File: config.mk
export PLATFORM = sky130hd
export DESIGN_NAME = debug_rom_walker
export DESIGN_NICKNAME = d
export VERILOG_FILES = /design/src/rtl/debug_rom_walker.sv
export SDC_FILE = /design/constraint.sdc
export NUM_CORES = 1
export LEC_CHECK = 0
export BUFFER_PORTS_ARGS = -buffer_cell sky130_fd_sc_hd__buf_4
export CORE_MARGIN = 2
export CORE_UTILIZATION = 55
export DETAILED_ROUTE_END_ITERATION = 8
export PLACE_DENSITY = 0.76
export SLEW_MARGIN = 20
export SYNTH_ARGS = -nofsm -noshare
export SYNTH_HDL_FRONTEND = slang
export SYNTH_SLANG_ARGS = --single-unit
File: constraint.sdc
create_clock -name clk_i -period 3.03 [get_ports clk_i]
set_input_delay 0.303 -clock clk_i [delete_from_list [all_inputs] [get_ports clk_i]]
set_output_delay 0.303 -clock clk_i [all_outputs]
set_load 0.1 [all_outputs]
File: src/rtl/debug_rom_walker.sv
// Debug ROM-table walker: checks the component-ID words, then records the base
// address of every present component into a small table for fast readout.
module debug_rom_walker #(
  parameter int unsigned           ADDR_WIDTH  = 32,
  parameter int unsigned           DATA_WIDTH  = 32,
  parameter logic [ADDR_WIDTH-1:0] ROM_BASE    = '0,
  parameter logic [ADDR_WIDTH-1:0] CID_OFFSET  = 'h1000,
  parameter logic [31:0]           EXP_CID     = 32'h0500_100D,
  parameter int unsigned           MAX_COMP    = 8,
  parameter int unsigned           MAX_ENTRIES = 960
) (
  input  logic                          clk_i,
  input  logic                          rst_ni,
  input  logic                          start_i,
  output logic [ADDR_WIDTH-1:0]         rom_addr_o,
  input  logic [DATA_WIDTH-1:0]         rom_rdata_i,
  input  logic                          rom_ready_i,
  output logic                          busy_o,
  output logic                          done_o,
  output logic                          err_o,
  output logic [1:0]                    err_code_o,
  output logic                          overflow_o,
  output logic [$clog2(MAX_COMP+1)-1:0] comp_count_o,
  input  logic [$clog2(MAX_COMP)-1:0]   comp_rd_idx_i,
  output logic [31:0]                   comp_rd_addr_o
);

  localparam int unsigned CNT_W = $clog2(MAX_COMP + 1);
  localparam int unsigned IDX_W = $clog2(MAX_COMP);
  localparam int unsigned ENT_W = $clog2(MAX_ENTRIES + 1);

  localparam logic [1:0] ERR_NONE    = 2'd0;
  localparam logic [1:0] ERR_CID     = 2'd1;
  localparam logic [1:0] ERR_NOT_RDY = 2'd2;
  localparam logic [1:0] ERR_NO_END  = 2'd3;

  typedef enum logic [2:0] {
    IDLE, CID_ADDR, CID_WAIT, ENT_ADDR, ENT_WAIT, DONE
  } state_t;

  state_t             state;
  logic [1:0]         cid_idx;
  logic [ENT_W-1:0]   entry;
  logic [31:0]        comp_tab [MAX_COMP];

  function automatic logic [ADDR_WIDTH-1:0] cid_addr(input logic [1:0] idx);
    return ROM_BASE + CID_OFFSET + (ADDR_WIDTH'(idx) << 2);
  endfunction

  function automatic logic [ADDR_WIDTH-1:0] ent_addr(input logic [ENT_W-1:0] idx);
    return ROM_BASE + (ADDR_WIDTH'(idx) << 2);
  endfunction

  assign err_o = (err_code_o != ERR_NONE);

  // Entries at or beyond the recorded count read as zero, hiding stale data.
  assign comp_rd_addr_o = (CNT_W'(comp_rd_idx_i) < comp_count_o) ?
                          comp_tab[comp_rd_idx_i] : 32'h0;

  always_ff @(posedge clk_i or negedge rst_ni) begin
    if (!rst_ni) begin
      state        <= IDLE;
      rom_addr_o   <= '0;
      busy_o       <= 1'b0;
      done_o       <= 1'b0;
      err_code_o   <= ERR_NONE;
      overflow_o   <= 1'b0;
      comp_count_o <= '0;
      cid_idx      <= '0;
      entry        <= '0;
      for (int i = 0; i < int'(MAX_COMP); i++) comp_tab[i] <= 32'h0;
    end else begin
      case (state)
        IDLE, DONE: begin
          if (start_i) begin
            state        <= CID_ADDR;
            rom_addr_o   <= cid_addr(2'd0);
            busy_o       <= 1'b1;
            done_o       <= 1'b0;
            err_code_o   <= ERR_NONE;
            overflow_o   <= 1'b0;
            comp_count_o <= '0;
            cid_idx      <= '0;
            entry        <= '0;
          end
        end
        CID_ADDR: state <= CID_WAIT;
        CID_WAIT: begin
          if (!rom_ready_i || (rom_rdata_i[7:0] != EXP_CID[8*cid_idx +: 8])) begin
            state      <= DONE;
            busy_o     <= 1'b0;
            done_o     <= 1'b1;
            err_code_o <= rom_ready_i ? ERR_CID : ERR_NOT_RDY;
          end else if (cid_idx == 2'd3) begin
            state      <= ENT_ADDR;
            rom_addr_o <= ent_addr('0);
          end else begin
            state      <= CID_ADDR;
            cid_idx    <= cid_idx + 2'd1;
            rom_addr_o <= cid_addr(cid_idx + 2'd1);
          end
        end
        ENT_ADDR: state <= ENT_WAIT;
        ENT_WAIT: begin
          if (!rom_ready_i) begin
            state      <= DONE;
            busy_o     <= 1'b0;
            done_o     <= 1'b1;
            err_code_o <= ERR_NOT_RDY;
          end else if (rom_rdata_i == '0) begin
            state  <= DONE;
            busy_o <= 1'b0;
            done_o <= 1'b1;
          end else if (rom_rdata_i[0] && (comp_count_o == CNT_W'(MAX_COMP))) begin
            // Table full: stop here, the recorded entries remain valid.
            state      <= DONE;
            busy_o     <= 1'b0;
            done_o     <= 1'b1;
            overflow_o <= 1'b1;
          end else begin
            if (rom_rdata_i[0]) begin
              comp_tab[comp_count_o[IDX_W-1:0]] <= {rom_rdata_i[31:12], 12'h000};
              comp_count_o <= comp_count_o + 1'b1;
            end
            if (entry == ENT_W'(MAX_ENTRIES - 1)) begin
              state      <= DONE;
              busy_o     <= 1'b0;
              done_o     <= 1'b1;
              err_code_o <= ERR_NO_END;
            end else begin
              state      <= ENT_ADDR;
              entry      <= entry + 1'b1;
              rom_addr_o <= ent_addr(entry + 1'b1);
            end
          end
        end
        default: state <= IDLE;
      endcase
    end
  end

endmodule

==> reports/metrics.cfg <==
[global_route]
grt-ovfl-total=0
grt_usage=0.250
grt_pass1_vias=6382
antenna_found_initial=0
grt_pass1_wl_um=34800
grt_max_degree=76

[place]
preCtsSetupSlack_ns=0.270
port_buffers=79
gp_congestion=0.832
dp_hpwl_um=14200

[sta]
period_share=0.894
tns_ns=0
max_slew_margin=0.449
setup_viol_count_final=0
fmaxAchievable_mhz=369
slew_violations=0
max_slew.worst_pin.slew_ns=0.827
period_minus_slack_ns=2.71
hold_viol=0
rsz0062_at_grt=false
setup_slack_ns=0.322
finClkSkew_ns=0.00720

[clocking]
clk_latency_ns=0.43
numCtsBuffers=17
cts_repair_resize_count=0
cts_max_path_buffers=2
path_clk_slew_ns=0.07
cts_tree=done
cts-root-buf=clkbuf_16
cts_sinks=195
cts-htree-levels=4

[floorplanning]
rows=48
start_util=0.560
coreArea_sq_um=17200
die_h_um=136
die_x_um=136
io-pin-count=113
die_area_sq_um=18600

[pwr]
p_leak_nw=5.44
p_switching_mw=2.66
clkPwrFrac=0.293
swShare=0.346
pwr-share-seq=0.421
power_frac_comb=0.286
intPower_mw=5.02
power_mw=7.69
pwr_density_cell_nw_per_um2=689
irDropWorstVdd_mv=0.739

[synth]
syn-instance-count=691
synthArstFlopShare=1.00
ys_top_cells_by_area=dfrtp_1 51%, mux2_2 17%, mux4_2 9.4%
syn-cell-area_sq_um=9620
synth_edf_count=0
syn_area_per_cell_sq_um=13.9
ys_ff_latch=195
synth_warnings=0
yosysUniqueCellTypes=60
synth_area_leader_cell=dfrtp_1
ys_seq_area_frac=0.507
synth_ff_type=dfrtp_1
yosysTopAreaCellShare=0.507

[finish]
synthToLayoutAreaGrowth_pct=16.0
antenna_cells=0
nFillCells=1295
num-nets-final=824
final_layout_size_suffix_gt1_frac=0.480

[critical_path]
cp-end-kind=output port
required_ns=2.73
cp_data_arrival_time_ns=2.41
cp_max_fo=7
path_class=reg2out
start_kind=flip-flop

[detailed_routing]
drt-initial-drc-count=371
routedWlPerCell_um=21.3
vias=5998
totalWireLength_um=21700
vias_per_cell=5.91
ant_nets=0
drc=0
dr.pass1.iters=5

[min_path]
hp-class=in2reg

[run_status]
outcome=finished, final reports clean

[flow_run]
cap_violations=0

[power by group through the flow]
stage	combinational (mW)	clock [mW]	sequential, mW
global route	2.34	2.39	3.27
detailed placement	2.18	0	3.27
CTS	2.21	2.28	3.23
global placement	2.12	0	3.23
floorplan	1.40	0	3.54
finish	2.20	2.25	3.24
[placed cells by master (no fill, tap or decap), drive strengths merged, types with 7 or more instances in the layout]
cell type	count
clkinv	7
o21ai	14
nand3	12
a21oi	10
mux4	40
nand2	21
nand2b	7
mux2i	21
buf	104
dfrtp	195
inv	7
nor2	35
a21o	12
conb	33
mux2	163
clkbuf	23
ha	8
nor3	8
nor4	10
[registers in the layout (all words and copies together) (netlist names)]
register / count
overflow_o: 1
comp_count_o: 4
rom_addr_o: 11
entry: 10
comp_tab: 160
cid_idx: 2
done_o: 1
state: 3
busy_o: 1
err_code_o: 2
[area by class of cell]
cell class              count  area, sq um  share of cell area
well taps                 225          282              0.0252
flip-flops and latches    195         4880               0.438
clock inverters             9          103             0.00920
repair buffers            105          820              0.0735
multi-input cells         451         4550               0.408
clock buffers              23          488              0.0438
inverters                   7         26.3             0.00236
[stage by stage]
step	std cells	utilization	cell area [sq um]	hold slack (ns)
2_1_floorplan	723	-	9890	0.00741
3_3_place_gp	979	0.613	10500	0.361
3_5_place_dp	979	0.613	10500	0.368
4_1_cts	1015	0.649	11200	0.103
5_1_grt	1015	0.649	11200	0.123
6_report	1015	0.649	11200	0.122
[kinds of logic after synthesis]
group           Yosys count  share of synthesized area
xor+xnor                 10                    0.00911
other cells               1                   0.000390
simple gates            114                     0.0631
fa+ha+maj                 8                     0.0104
mux                     224                      0.314
compound gates           62                     0.0465
flops                   195                      0.507
buf+inv                  77                     0.0492
[synthesized netlist by cell type, types with 2 or more instances]
library cell / count
mux2i_1: 21
mux2_4: 19
mux2_2: 144
nor2b_1: 4
nand2_1: 21
clkbuf_1: 9
nor4_1: 8
nand2b_1: 6
nor4_2: 2
and4_1: 2
nor2_1: 34
nand3_2: 2
a31oi_1: 2
xor2_1: 4
a21o_1: 12
buf_6: 4
ha_1: 8
buf_4: 34
o31ai_1: 3
or2_2: 2
a21oi_1: 10
buf_2: 20
xnor2_1: 6
o32a_1: 2
a22o_1: 2
o2bb2ai_1: 6
nor3_1: 7
nand4_1: 5
and3_1: 2
o21ai_0: 12
buf_1: 2
nand3_1: 10
mux4_2: 40
inv_1: 6
dfrtp_1: 195
[critical path, cell delays in order, from the launching register on]
cell and delay, ns:
dfrtp_2 0.40, inv_1 0.13, ha_1 0.24, o21ai_0 0.09, nand2b_1 0.08, a21oi_1 0.25
nor2_4 0.11, buf_4 0.23, nor2_4 0.13, buf_4 0.29
[metal layers]
layer | global-route usage | vias to the layer above | wire length [um]
met3 | 0.0470 | 31 | 1010
li1 | - | 2651 | -
met5 | 0 | - | 0
met4 | 0.0851 | 0 | 406
met1 | 0.332 | 3140 | 9090
met2 | 0.415 | 176 | 11100
[what timing repair did]
action,CTS,global route
hold buffers,1,0
setup endpoints to repair,6,0
hold endpoints to repair,72,0
setup buffers,3,0
[worst paths after layout]
path / cells past startpoint / from / endpoint / slack [ns]
worst min-delay path: 2 / rom_ready_i / err_code_o[1]$_DFFE_PN0P_ / 0.12
max in group asynchronous: 3 / rst_ni / comp_count_o[1]$_DFFE_PN0P_ / 1.65
worst max-delay path: 9 / comp_count_o[1]$_DFFE_PN0P_ / comp_rd_addr_o[21] / 0.32
worst max register to register: 7 / state[1]$_DFFE_PN0N_ / comp_tab[61]$_DFFE_PN0P_ / 0.55
worst min register to register: 1 / rom_addr_o[10]$_DFFE_PN0P_ / rom_addr_o[10]$_DFFE_PN0P_ / 0.48
min in group asynchronous: 2 / rst_ni / comp_tab[80]$_DFFE_PN0P_ / 0.45
(Power assumes the default switching activity.)
